===== config.mk =====
export PLATFORM = sky130hd
export DESIGN_NAME = reg_bank_flat
export DESIGN_NICKNAME = d
export VERILOG_FILES = /design/src/rtl/reg_bank_if.sv /design/src/rtl/reg_bank.sv /design/src/flat_wrapper.sv
export SDC_FILE = /design/constraint.sdc
export NUM_CORES = 1
export LEC_CHECK = 0
export ABC_CLOCK_PERIOD_IN_PS = 6450
export BUFFER_PORTS_ARGS = -buffer_cell sky130_fd_sc_hd__buf_2
export CAP_MARGIN = 20
export CORE_AREA = 2 2 97 99
export DETAILED_ROUTE_END_ITERATION = 8
export DIE_AREA = 0 0 99 101
export GPL_TIMING_DRIVEN = 0
export HOLD_SLACK_MARGIN = 0.12
export MAX_ROUTING_LAYER = met4
export SYNTH_ARGS = -nofsm -noshare
export SYNTH_HDL_FRONTEND = slang
export SYNTH_SLANG_ARGS = --single-unit

===== constraint.sdc =====
create_clock -name clk_i -period 6.45 [get_ports clk_i]
set_input_delay 0.3225 -clock clk_i [delete_from_list [all_inputs] [get_ports clk_i]]
set_output_delay 0.3225 -clock clk_i [all_outputs]
set_load 0.01 [all_outputs]

===== src/rtl/reg_bank_if.sv =====
// Register bank port bundle: one op-coded write port, two read ports and the
// carry/zero flags that go to the CPU datapath.
interface reg_bank_if #(
  parameter int WIDTH = 8,
  parameter int DEPTH = 4
);
  localparam int AW = $clog2(DEPTH);

  logic             wr_en;
  logic [AW-1:0]    wr_addr;
  logic [2:0]       op;
  logic [WIDTH-1:0] data_in;
  logic [AW-1:0]    rd_addr_a;
  logic [AW-1:0]    rd_addr_b;
  logic [WIDTH-1:0] rd_data_a;
  logic [WIDTH-1:0] rd_data_b;
  logic             flag_c;
  logic             flag_z;

  modport master (
    output wr_en, wr_addr, op, data_in, rd_addr_a, rd_addr_b,
    input  rd_data_a, rd_data_b, flag_c, flag_z
  );

  modport slave (
    input  wr_en, wr_addr, op, data_in, rd_addr_a, rd_addr_b,
    output rd_data_a, rd_data_b, flag_c, flag_z
  );
endinterface


===== src/rtl/reg_bank.sv =====
// Multi-mode register bank: DEPTH x WIDTH registers with load/inc/dec/shift/clear
// write port, two combinational read ports (optional bypass) and registered C/Z flags.
module reg_bank #(
  parameter int WIDTH  = 8,
  parameter int DEPTH  = 4,
  parameter bit BYPASS = 1'b1
) (
  input logic         clk_i,
  input logic         rst_ni,
  reg_bank_if.slave   bus
);
  localparam int AW = $clog2(DEPTH);

  typedef enum logic [2:0] {
    OP_HOLD = 3'b000,
    OP_LOAD = 3'b001,
    OP_INC  = 3'b010,
    OP_DEC  = 3'b011,
    OP_SHL  = 3'b100,
    OP_SHR  = 3'b101,
    OP_CLR  = 3'b110,
    OP_RSVD = 3'b111
  } op_e;

  logic [WIDTH-1:0] regs_q [DEPTH];
  logic             flag_c_q, flag_c_d;
  logic             flag_z_q, flag_z_d;

  logic [WIDTH-1:0] cur_val;
  logic [WIDTH-1:0] result;
  logic             carry;
  logic             exec;

  assign cur_val = regs_q[bus.wr_addr];

  always_comb begin
    result = cur_val;
    carry  = 1'b0;
    exec   = 1'b0;
    unique case (op_e'(bus.op))
      OP_LOAD: begin
        result = bus.data_in;
        exec   = bus.wr_en;
      end
      OP_INC: begin
        result = cur_val + 1'b1;
        carry  = &cur_val;
        exec   = bus.wr_en;
      end
      OP_DEC: begin
        result = cur_val - 1'b1;
        carry  = ~|cur_val;
        exec   = bus.wr_en;
      end
      OP_SHL: begin
        result = {cur_val[WIDTH-2:0], 1'b0};
        carry  = cur_val[WIDTH-1];
        exec   = bus.wr_en;
      end
      OP_SHR: begin
        result = {1'b0, cur_val[WIDTH-1:1]};
        carry  = cur_val[0];
        exec   = bus.wr_en;
      end
      OP_CLR: begin
        result = '0;
        exec   = bus.wr_en;
      end
      OP_HOLD, OP_RSVD: begin
        exec   = 1'b0;
      end
      default: begin
        exec   = 1'b0;
      end
    endcase
  end

  always_comb begin
    flag_c_d = flag_c_q;
    flag_z_d = flag_z_q;
    if (exec) begin
      flag_c_d = carry;
      flag_z_d = (result == '0);
    end
  end

  always_ff @(posedge clk_i or negedge rst_ni) begin
    if (!rst_ni) begin
      for (int i = 0; i < DEPTH; i++) begin
        regs_q[i] <= '0;
      end
      flag_c_q <= 1'b0;
      flag_z_q <= 1'b0;
    end else begin
      if (exec) begin
        regs_q[bus.wr_addr] <= result;
      end
      flag_c_q <= flag_c_d;
      flag_z_q <= flag_z_d;
    end
  end

  // Bypass is gated by reset so a pending write never leaks out while reset holds.
  generate
    if (BYPASS) begin : g_bypass
      logic fwd_a, fwd_b;
      assign fwd_a = exec && rst_ni && (bus.rd_addr_a == bus.wr_addr);
      assign fwd_b = exec && rst_ni && (bus.rd_addr_b == bus.wr_addr);
      assign bus.rd_data_a = fwd_a ? result : regs_q[bus.rd_addr_a];
      assign bus.rd_data_b = fwd_b ? result : regs_q[bus.rd_addr_b];
    end else begin : g_direct
      assign bus.rd_data_a = regs_q[bus.rd_addr_a];
      assign bus.rd_data_b = regs_q[bus.rd_addr_b];
    end
  endgenerate

  assign bus.flag_c = flag_c_q;
  assign bus.flag_z = flag_z_q;

  logic [AW-1:0] unused_aw;
  assign unused_aw = '0;
endmodule


===== src/flat_wrapper.sv =====
// flat-port wrapper written by rule: the top's interface ports become plain ports
module reg_bank_flat 
#(
  parameter int WIDTH  = 8,
  parameter int DEPTH  = 4,
  parameter bit BYPASS = 1'b1
)
  (clk_i, rst_ni, bus_wr_en, bus_wr_addr, bus_op, bus_data_in, bus_rd_addr_a, bus_rd_addr_b, bus_rd_data_a, bus_rd_data_b, bus_flag_c, bus_flag_z);
  reg_bank_if #(.WIDTH(WIDTH), .DEPTH(DEPTH)) bus_i ();
  input logic clk_i;
  input logic rst_ni;
  input wire logic [$bits(bus_i.wr_en)-1:0] bus_wr_en;
  input wire logic [$bits(bus_i.wr_addr)-1:0] bus_wr_addr;
  input wire logic [$bits(bus_i.op)-1:0] bus_op;
  input wire logic [$bits(bus_i.data_in)-1:0] bus_data_in;
  input wire logic [$bits(bus_i.rd_addr_a)-1:0] bus_rd_addr_a;
  input wire logic [$bits(bus_i.rd_addr_b)-1:0] bus_rd_addr_b;
  output wire logic [$bits(bus_i.rd_data_a)-1:0] bus_rd_data_a;
  output wire logic [$bits(bus_i.rd_data_b)-1:0] bus_rd_data_b;
  output wire logic [$bits(bus_i.flag_c)-1:0] bus_flag_c;
  output wire logic [$bits(bus_i.flag_z)-1:0] bus_flag_z;
  assign bus_i.wr_en = bus_wr_en;
  assign bus_i.wr_addr = bus_wr_addr;
  assign bus_i.op = bus_op;
  assign bus_i.data_in = bus_data_in;
  assign bus_i.rd_addr_a = bus_rd_addr_a;
  assign bus_i.rd_addr_b = bus_rd_addr_b;
  assign bus_rd_data_a = bus_i.rd_data_a;
  assign bus_rd_data_b = bus_i.rd_data_b;
  assign bus_flag_c = bus_i.flag_c;
  assign bus_flag_z = bus_i.flag_z;
  reg_bank #(.WIDTH(WIDTH), .DEPTH(DEPTH), .BYPASS(BYPASS)) u_core (.clk_i(clk_i), .rst_ni(rst_ni), .bus(bus_i));
endmodule

==> results.txt, run 1 <==
pwr dens - 368 nW/µm²
Total Neg Setup Slack - 0 ns
FF+latch count, synth - 34
worst slew pin tran - 0.940 ns
Flop pwr share - 0.307
worst setup margin - 2.20 ns
pin count of the biggest net entering global routing - 36
Max clock buf depth - 2
Post-Route Skew - 0.00514 ns
cell count after synthesis - 289
clock-pin transition on the worst setup and hold timing paths - 0.07 ns
Area Overhead vs Synth - 12.5%
fill count - 886
placer congestion estimate - 0.905
Setup-failing EPs final - 0
Final Hold Fails - 0
I/O pin total - 38
Seq/Total Area, Yosys - 0.276
Setup crit end kind - output port
Int Power - 760 µW
Post-CTS Setup Bufs - 0
Inserted Clock Buffers - 5
synthesized netlist net count - 316
post-CTS sizing - 0
post-route ant nets - 0
chip height - 101 µm
Port Buf Inserts - 31
nets - 354
first-pass GRT wire length - 13600 µm
drt total wl - 8270 µm
Layout Utilization - 0.387
GR Overflow Total - 0
top cells by area, synth - dfrtp_1, mux4_2, mux2_2, a21oi_1, nand2_1
Comb pwr share - 0.564
worst min path class - primary input to asynchronous set/reset pin
Leakage - 1.41 nW
cell row count - 35
max cap viols - 0
NetSw - 516 µW
crit-path max cell delay - 0.65 ns
share of cells above drive strength 1 - 0.387
crit path kind - primary input to output port
startpoint types - primary input
CP required - 6.13 ns
total die area - 10000 µm²
Hold-fix buffers, CTS - 0
Async SR Flop Fraction - 1.00
Max Slew Vio Count - 0
CTS H-Tree Depth - 2
Slew headroom - 0.371
WL per Instance - 18.8 µm
TritonCTS clock tree - yes
number of flops mapped to enable cells by yosys - 0
DRC violations left - 0
setup repair after global routing missed its margin - no
Place WS - 2.24 ns
post-route clock period utilization - 0.660
post-synthesis cell area - 3090 µm²
FMAX - 0.235 GHz
clock sinks - 34
Die Width - 99 µm
vias in the first global route - 2669
VDD IR-drop max - 0.195 mV
number of synthesis warnings - 0
First-pass DRT Iterations - 4
Synth Flop Type - dfrtp_1
sw frac - 0.404
vias per std cell - 5.92
clock share of power - 0.128
initial core utilization - 0.344
CP Max Fanout - 10
CORE AREA - 8980 µm²
gr usage total - 0.175
critical path cell sequence - clkbuf_1, buf_2, mux4_2, ha_1, nand3_1, o221ai_1, nand2_1, mux2_2, o21ai_0, mux2_2, buf_2
dpl hpwl - 6040 µm
Final min period - 4.25 ns
arrival time of the worst setup path - 3.93 ns
area fraction of the dominant cell type after synthesis - 0.276
ANT cells - 0
Max stage delay cell, worst path - o21ai_0
clk root buf - clkbuf_8
Power Total - 1.28 mW
syn_area_per_cell - 10.7 µm²
Vias - 2601
antenna violations before repair - 0
Yosys top cell by area - dfrtp_1
Yosys cell types - 55
initial DRC count - 158
clock latency on the worst-skew pair - 0.28 ns
status - finished, final reports clean
## cells in the final DEF, fill, tap and decap left out, types with 3 or more instances in the layout
master,count
mux2_2,46
buf_2,35
dfrtp_1,34
mux4_2,25
nand2_1,21
a21oi_1,18
nor2_1,13
o21ai_0,10
clkbuf_1,9
inv_1,9
nor3_1,8
xor2_1,6
mux2i_1,6
nand3_1,6
ha_1,6
clkbuf_8,6
buf_1,5
nand2b_1,5
buf_6,3
nor3_2,3
o21a_1,3
nand4_1,3
nor4_1,3
## Yosys cell counts, types with 3 or more instances
cell	count
mux2i_1	6
nor4_1	3
nand2_1	21
clkbuf_1	8
buf_1	5
inv_1	9
a21oi_1	18
xor2_1	6
buf_2	4
mux4_2	25
nor2_1	13
buf_6	3
dfrtp_1	34
nor3_1	8
mux2_2	46
nand3_1	6
ha_1	6
nand2b_1	5
o21ai_0	10
nand4_1	3
nor3_2	3
o21a_1	3
## state kept, by name (all words and copies together) (netlist names)
name,flops
u_core.bus.flag_c,1
u_core.bus.flag_z,1
u_core.regs_q,32
## worst max-delay path: cells and delay by family
| kind | cells | cell delay, ns |
|---|---|---|
| AO/OA/AOI/OAI | 2 | 1.07 |
| multiplexers | 3 | 1.03 |
| buffers and inverters | 3 | 0.86 |
| adder cells (fa/ha/maj) | 1 | 0.43 |
| AND/OR/NAND/NOR | 2 | 0.21 |
## layout make-up
| class | count | area, µm² | share of cell area |
|---|---|---|---|
| Multi-Input combinational cell | 226 | 2100 | 0.605 |
| Sequential cell | 34 | 851 | 0.245 |
| Timing Repair Buffer | 31 | 155 | 0.0447 |
| Tap cell | 111 | 139 | 0.0400 |
| Buffer | 20 | 103 | 0.0295 |
| Clock buffer | 7 | 86.3 | 0.0249 |
| Inverter | 9 | 33.8 | 0.00973 |
| Clock inverter | 1 | 5.00 | 0.00144 |
## power groups by stage
stage	sequential, mW	combinational (mW)	clock (mW)
2_1_floorplan	0.365	0.550	0
3_3_place_gp	0.384	0.707	0
3_5_place_dp	0.394	0.717	0
4_1_cts	0.390	0.719	0.169
5_1_grt	0.407	0.786	0.177
6_report	0.392	0.721	0.164
## logic make-up after synthesis
kind of cell / after synthesis / share of synthesized area
DFF: 34 / 0.276
AOI/OAI and AO/OA: 57 / 0.126
adders and majority gates: 7 / 0.0308
muxes: 77 / 0.370
buffers and inverters: 29 / 0.0442
and+or+nand+nor: 77 / 0.131
xor gates and xnor gates: 8 / 0.0227
## stage by stage
stage | area [µm²] | std cells | hold WS, ns
final | 3470 | 439 | 0.123
after global routing | 3470 | 439 | 0.185
after CTS | 3470 | 439 | 0.140
after detailed placement | 3380 | 431 | 0.455
after global placement | 3380 | 431 | 0.444
after floorplan | 3090 | 289 | 0.0269
## layer usage
layer  GRT usage  wire length (µm)  vias up
met4      0.0537                74        0
met3      0.0236               432       10
met5           -                 0        -
li1            -                 -     1189
met1       0.243              3830     1309
met2       0.269              3940       93
## worst paths after layout
kind,from,end,slack (ns),depth (start not counted)
max,bus_wr_addr[1],bus_rd_data_b[5],2.20,11
min in group clk_i,bus_wr_en,u_core.bus.flag_c,0.32,2
min reg2reg,u_core.bus.flag_z,u_core.bus.flag_z,0.51,2
max reg2reg,u_core.regs_q[28],u_core.regs_q[23],3.08,10
max in group asynchronous,rst_ni,u_core.regs_q[25],5.82,1
min,rst_ni,u_core.regs_q[11],0.12,1
(Power assumes the default switching activity.)
==> run 2, diff against run 1 <==
- ABC_AREA: unset -> 1
- ABC_CLOCK_PERIOD_IN_PS: 6450 -> 4100
- CORE_AREA: 2 2 97 99 -> 2 2 99 101
- DIE_AREA: 0 0 99 101 -> 0 0 101 103
- clock period: 6.45 -> 4.1 ns (I/O delays scaled with it)
==> run 2 against run 1 <==
Effect of this change:
- via count up 30%
- cell count grew 47%
- count of clock-buffer cells in the layout unchanged
- sequential power increased by 24%
- routed wire length rose by 21%
- clock power rose by 68%
- utilization shrank 0.83 points
- sequential share of layout area down 0.74 points
- critical path type is now flop to output port
==> results.txt, run 2 <==
status - finished, final reports clean (unchanged)
Synth Area in Adders - 0.0301 (was 0.0308)
vias in the first global route - 3090 (was 2669)
drt total wl - 10000 µm (was 8270 µm)
HP Start - bus_wr_en
Setup crit end kind - output port (unchanged)
setup repair after global routing missed its margin - no (unchanged)
commonest non-fill, non-tap cell in the layout - nand2_1 (was mux2_2)
Crit. Startpoint - u_core.regs_q[26] (was bus_wr_addr[1])
crit path kind - flop to output port (was primary input to output port)
post-route clock period utilization - 0.725
Die Width - 101 µm (was 99 µm)
dpl hpwl - 7750 µm (was 6040 µm)
Async SR Flop Fraction - 1.00 (unchanged)
most common cell in the netlist - nand2_1 (was mux2_2)
share of cells above drive strength 1 - 0.220 (was 0.387)
post-synthesis compound-gate area fraction - 0.244 (was 0.126)
CTS H-Tree Depth - 2 (unchanged)
Max clock buf depth - 2 (unchanged)
WHS - 0.395 ns (was 0.123 ns)
post-synthesis xor/xnor area fraction - 0 (was 0.0227)
first-pass GRT wire length - 15900 µm (was 13600 µm)
Slew headroom - 0.442 (was 0.371)
ANT cells - 0 (unchanged)
placer congestion estimate - 0.939 (was 0.905)
pin count of the biggest net entering global routing - 36 (unchanged)
initial DRC count - 278 (was 158)
Seq/Total Area, Yosys - 0.269 (was 0.276)
Yosys cell types - 38 (was 55)
Inserted Clock Buffers - 5 (unchanged)
cell count after synthesis - 488 (was 289)
synthesized netlist net count - 515 (was 316)
R2R Path End - u_core.bus.flag_z (was u_core.regs_q[23])
number of flops mapped to enable cells by yosys - 0 (unchanged)
Leakage - 1.74 nW (was 1.41 nW)
FMAX - 0.337 GHz
most frequent cells in the layout - nand2_1, o21ai_0, inv_1, a21oi_1, buf_2 (was mux2_2, buf_2, dfrtp_1, mux4_2, nand2_1)
Yosys top cell by area - dfrtp_1 (unchanged)
Place WS - 1.30 ns (was 2.24 ns)
Setup-failing EPs final - 0 (unchanged)
hold path cells - 5
antenna violations before repair - 0 (unchanged)
largest register by flop count - u_core.regs_q (unchanged)
pwr dens - 375 nW/µm² (was 368 nW/µm²)
worst min path class - primary input to flop (was primary input to asynchronous set/reset pin)
Final min period - 2.97 ns
syn_area_per_cell - 6.48 µm² (was 10.7 µm²)
startpoint types - flop (was primary input)
Post-Synth Simple-Gate Area - 0.356 (was 0.131)
top cells by area, synth - dfrtp_1, nand2_1, o21ai_0, a21oi_1, inv_1 (was dfrtp_1, mux4_2, mux2_2, a21oi_1, nand2_1)
chip height - 103 µm (was 101 µm)
clock sinks - 34 (unchanged)
clock latency on the worst-skew pair - 0.30 ns (was 0.28 ns)
mux cell area share after synthesis - 0 (was 0.370)
Power Total - 1.34 mW (was 1.28 mW)
nets - 558 (was 354)
Synth Flop Type - dfrtp_1 (unchanged)
largest family of logic cells by synthesized area - simple AND/OR/NAND/NOR gates (was multiplexers)
VDD IR-drop max - 0.256 mV (was 0.195 mV)
Vias - 3384 (was 2601)
I/O pin total - 38 (unchanged)
Largest register FFs - 32 (unchanged)
FF+latch count, synth - 34 (unchanged)
Port Buf Inserts - 35 (was 31)
max cap viols - 0 (unchanged)
arrival time of the worst setup path - 2.77 ns (was 3.93 ns)
Area Overhead vs Synth - 13.3% (was 12.5%)
Final Hold Fails - 0 (unchanged)
Hold Crit Endpoint - u_core.bus.flag_c
WL per Instance - 15.5 µm (was 18.8 µm)
initial core utilization - 0.334 (was 0.344)
DRC violations left - 0 (unchanged)
vias per std cell - 5.24 (was 5.92)
cell count of the worst reg-to-reg path - 15 (was 10)
cell row count - 36 (was 35)
First-pass DRT Iterations - 5 (was 4)
area fraction of the dominant cell type after synthesis - 0.269 (was 0.276)
GR Overflow Total - 0 (unchanged)
CP Max Fanout - 5 (was 10)
post-synthesis cell area - 3160 µm² (was 3090 µm²)
worst slew pin tran - 0.837 ns (was 0.940 ns)
number of synthesis warnings - 0 (unchanged)
Total Neg Setup Slack - 0 ns (unchanged)
Post-Route Skew - 0.0137 ns (was 0.00514 ns)
CORE AREA - 9460 µm² (was 8980 µm²)
gr usage total - 0.204 (was 0.175)
worst setup margin - 1.13 ns (was 2.20 ns)
total die area - 10400 µm² (was 10000 µm²)
post-route ant nets - 0 (unchanged)
TritonCTS clock tree - yes (unchanged)
synth cell count leaders - nand2_1, o21ai_0, inv_1, a21oi_1, dfrtp_1 (was mux2_2, dfrtp_1, mux4_2, nand2_1, a21oi_1)
clk root buf - clkbuf_8 (unchanged)
Max Slew Vio Count - 0 (unchanged)
R2R Path Start - u_core.regs_q[1] (was u_core.regs_q[28])
clock-pin transition on the worst setup and hold timing paths - 0.08 ns (was 0.07 ns)
CP required - 3.89 ns (was 6.13 ns)
reg-to-reg setup timing slack - 1.64 ns (was 3.08 ns)
==> run 2: cell count changes after synthesis, sizes merged, moves of 5 or more <==
cell	before	now
o21ai	11	85
nor3	11	3
mux2i	6	0
nand2b	5	0
nor2	14	30
nand2	21	166
inv	9	54
a21oi	18	42
xor2	6	0
mux2	46	0
mux4	25	0
nand3	6	24
==> run 2: what timing repair did <==
item | 4_1_cts | 5_1_grt
setup buffers | 0 | 0
endpoints found under the hold margin | 34 | 0
hold buffers | 1 | 0
resized for setup | 0 | 0
==> run 2: worst max-delay path, cell delays in order (launching register included) <==
cell and delay [ns]:
dfrtp_1 0.39, inv_1 0.11, o21ai_0 0.08, nand2_1 0.06
nand2_1 0.15, ha_1 0.37, a21oi_1 0.23, nand2_2 0.11
nand3_2 0.09, nand2_1 0.05, nand2_1 0.07, nand3_2 0.09
a21oi_2 0.29, inv_2 0.12, o21ai_2 0.12, buf_2 0.14
==> run 2: area by class of cell <==
cell class,count,area (µm²)
repair buffers,36,185
flip-flops and latches,34,851
plain buffers,19,111
well taps,114,143
inverters,54,208
multi-input cells,381,1990
fillers,1022,5880
clock buffers,7,86.3
clock inverters,1,5.00
==> run 2: kinds of logic (layout without fill, tap and decap cells) <==
logic type / Yosys count / count (layout)
adder cells (fa/ha/maj): 7 / 7
flip-flops: 34 / 34
AND/OR/NAND/NOR: 236 / 236
buffers and inverters: 73 / 117
AO/OA/AOI/OAI: 138 / 138
==> run 2: worst max-delay path by stage <==
stage	to	slack (ns)	cells past startpoint
6_report	bus_rd_data_b[5]	1.13	15
2_1_floorplan	bus_rd_data_a[7]	1.83	16
3_5_place_dp	bus_rd_data_a[7]	1.30	14
4_1_cts	bus_rd_data_b[5]	1.14	15
5_1_grt	bus_rd_data_a[7]	0.87	15
3_3_place_gp	bus_rd_data_b[5]	1.32	14
==> run 2: report_power, final <==
group          internal (mW)  leakage, nW  switching [mW]
clock network          0.136       0.0482           0.139
logic                  0.204         1.25           0.376
registers              0.411        0.443          0.0769
total                  0.751         1.74           0.592
==> run 2: metal layers <==
layer | global-route usage | part of all wire | vias up
met5 | - | 0 | -
met1 | 0.273 | 0.46 | 1578
met2 | 0.333 | 0.48 | 98
met3 | 0.0231 | 0.049 | 12
met4 | 0.0478 | 0.015 | 0
li1 | - | - | 1696
==> run 2: per-stage QoR <==
step | std cells | instance area, µm² | util
detailed placement | 637 | 3480 | 0.368
global placement | 637 | 3480 | 0.368
floorplan | 488 | 3160 | -
CTS | 646 | 3580 | 0.379
global route | 646 | 3580 | 0.379
finish | 646 | 3580 | 0.379
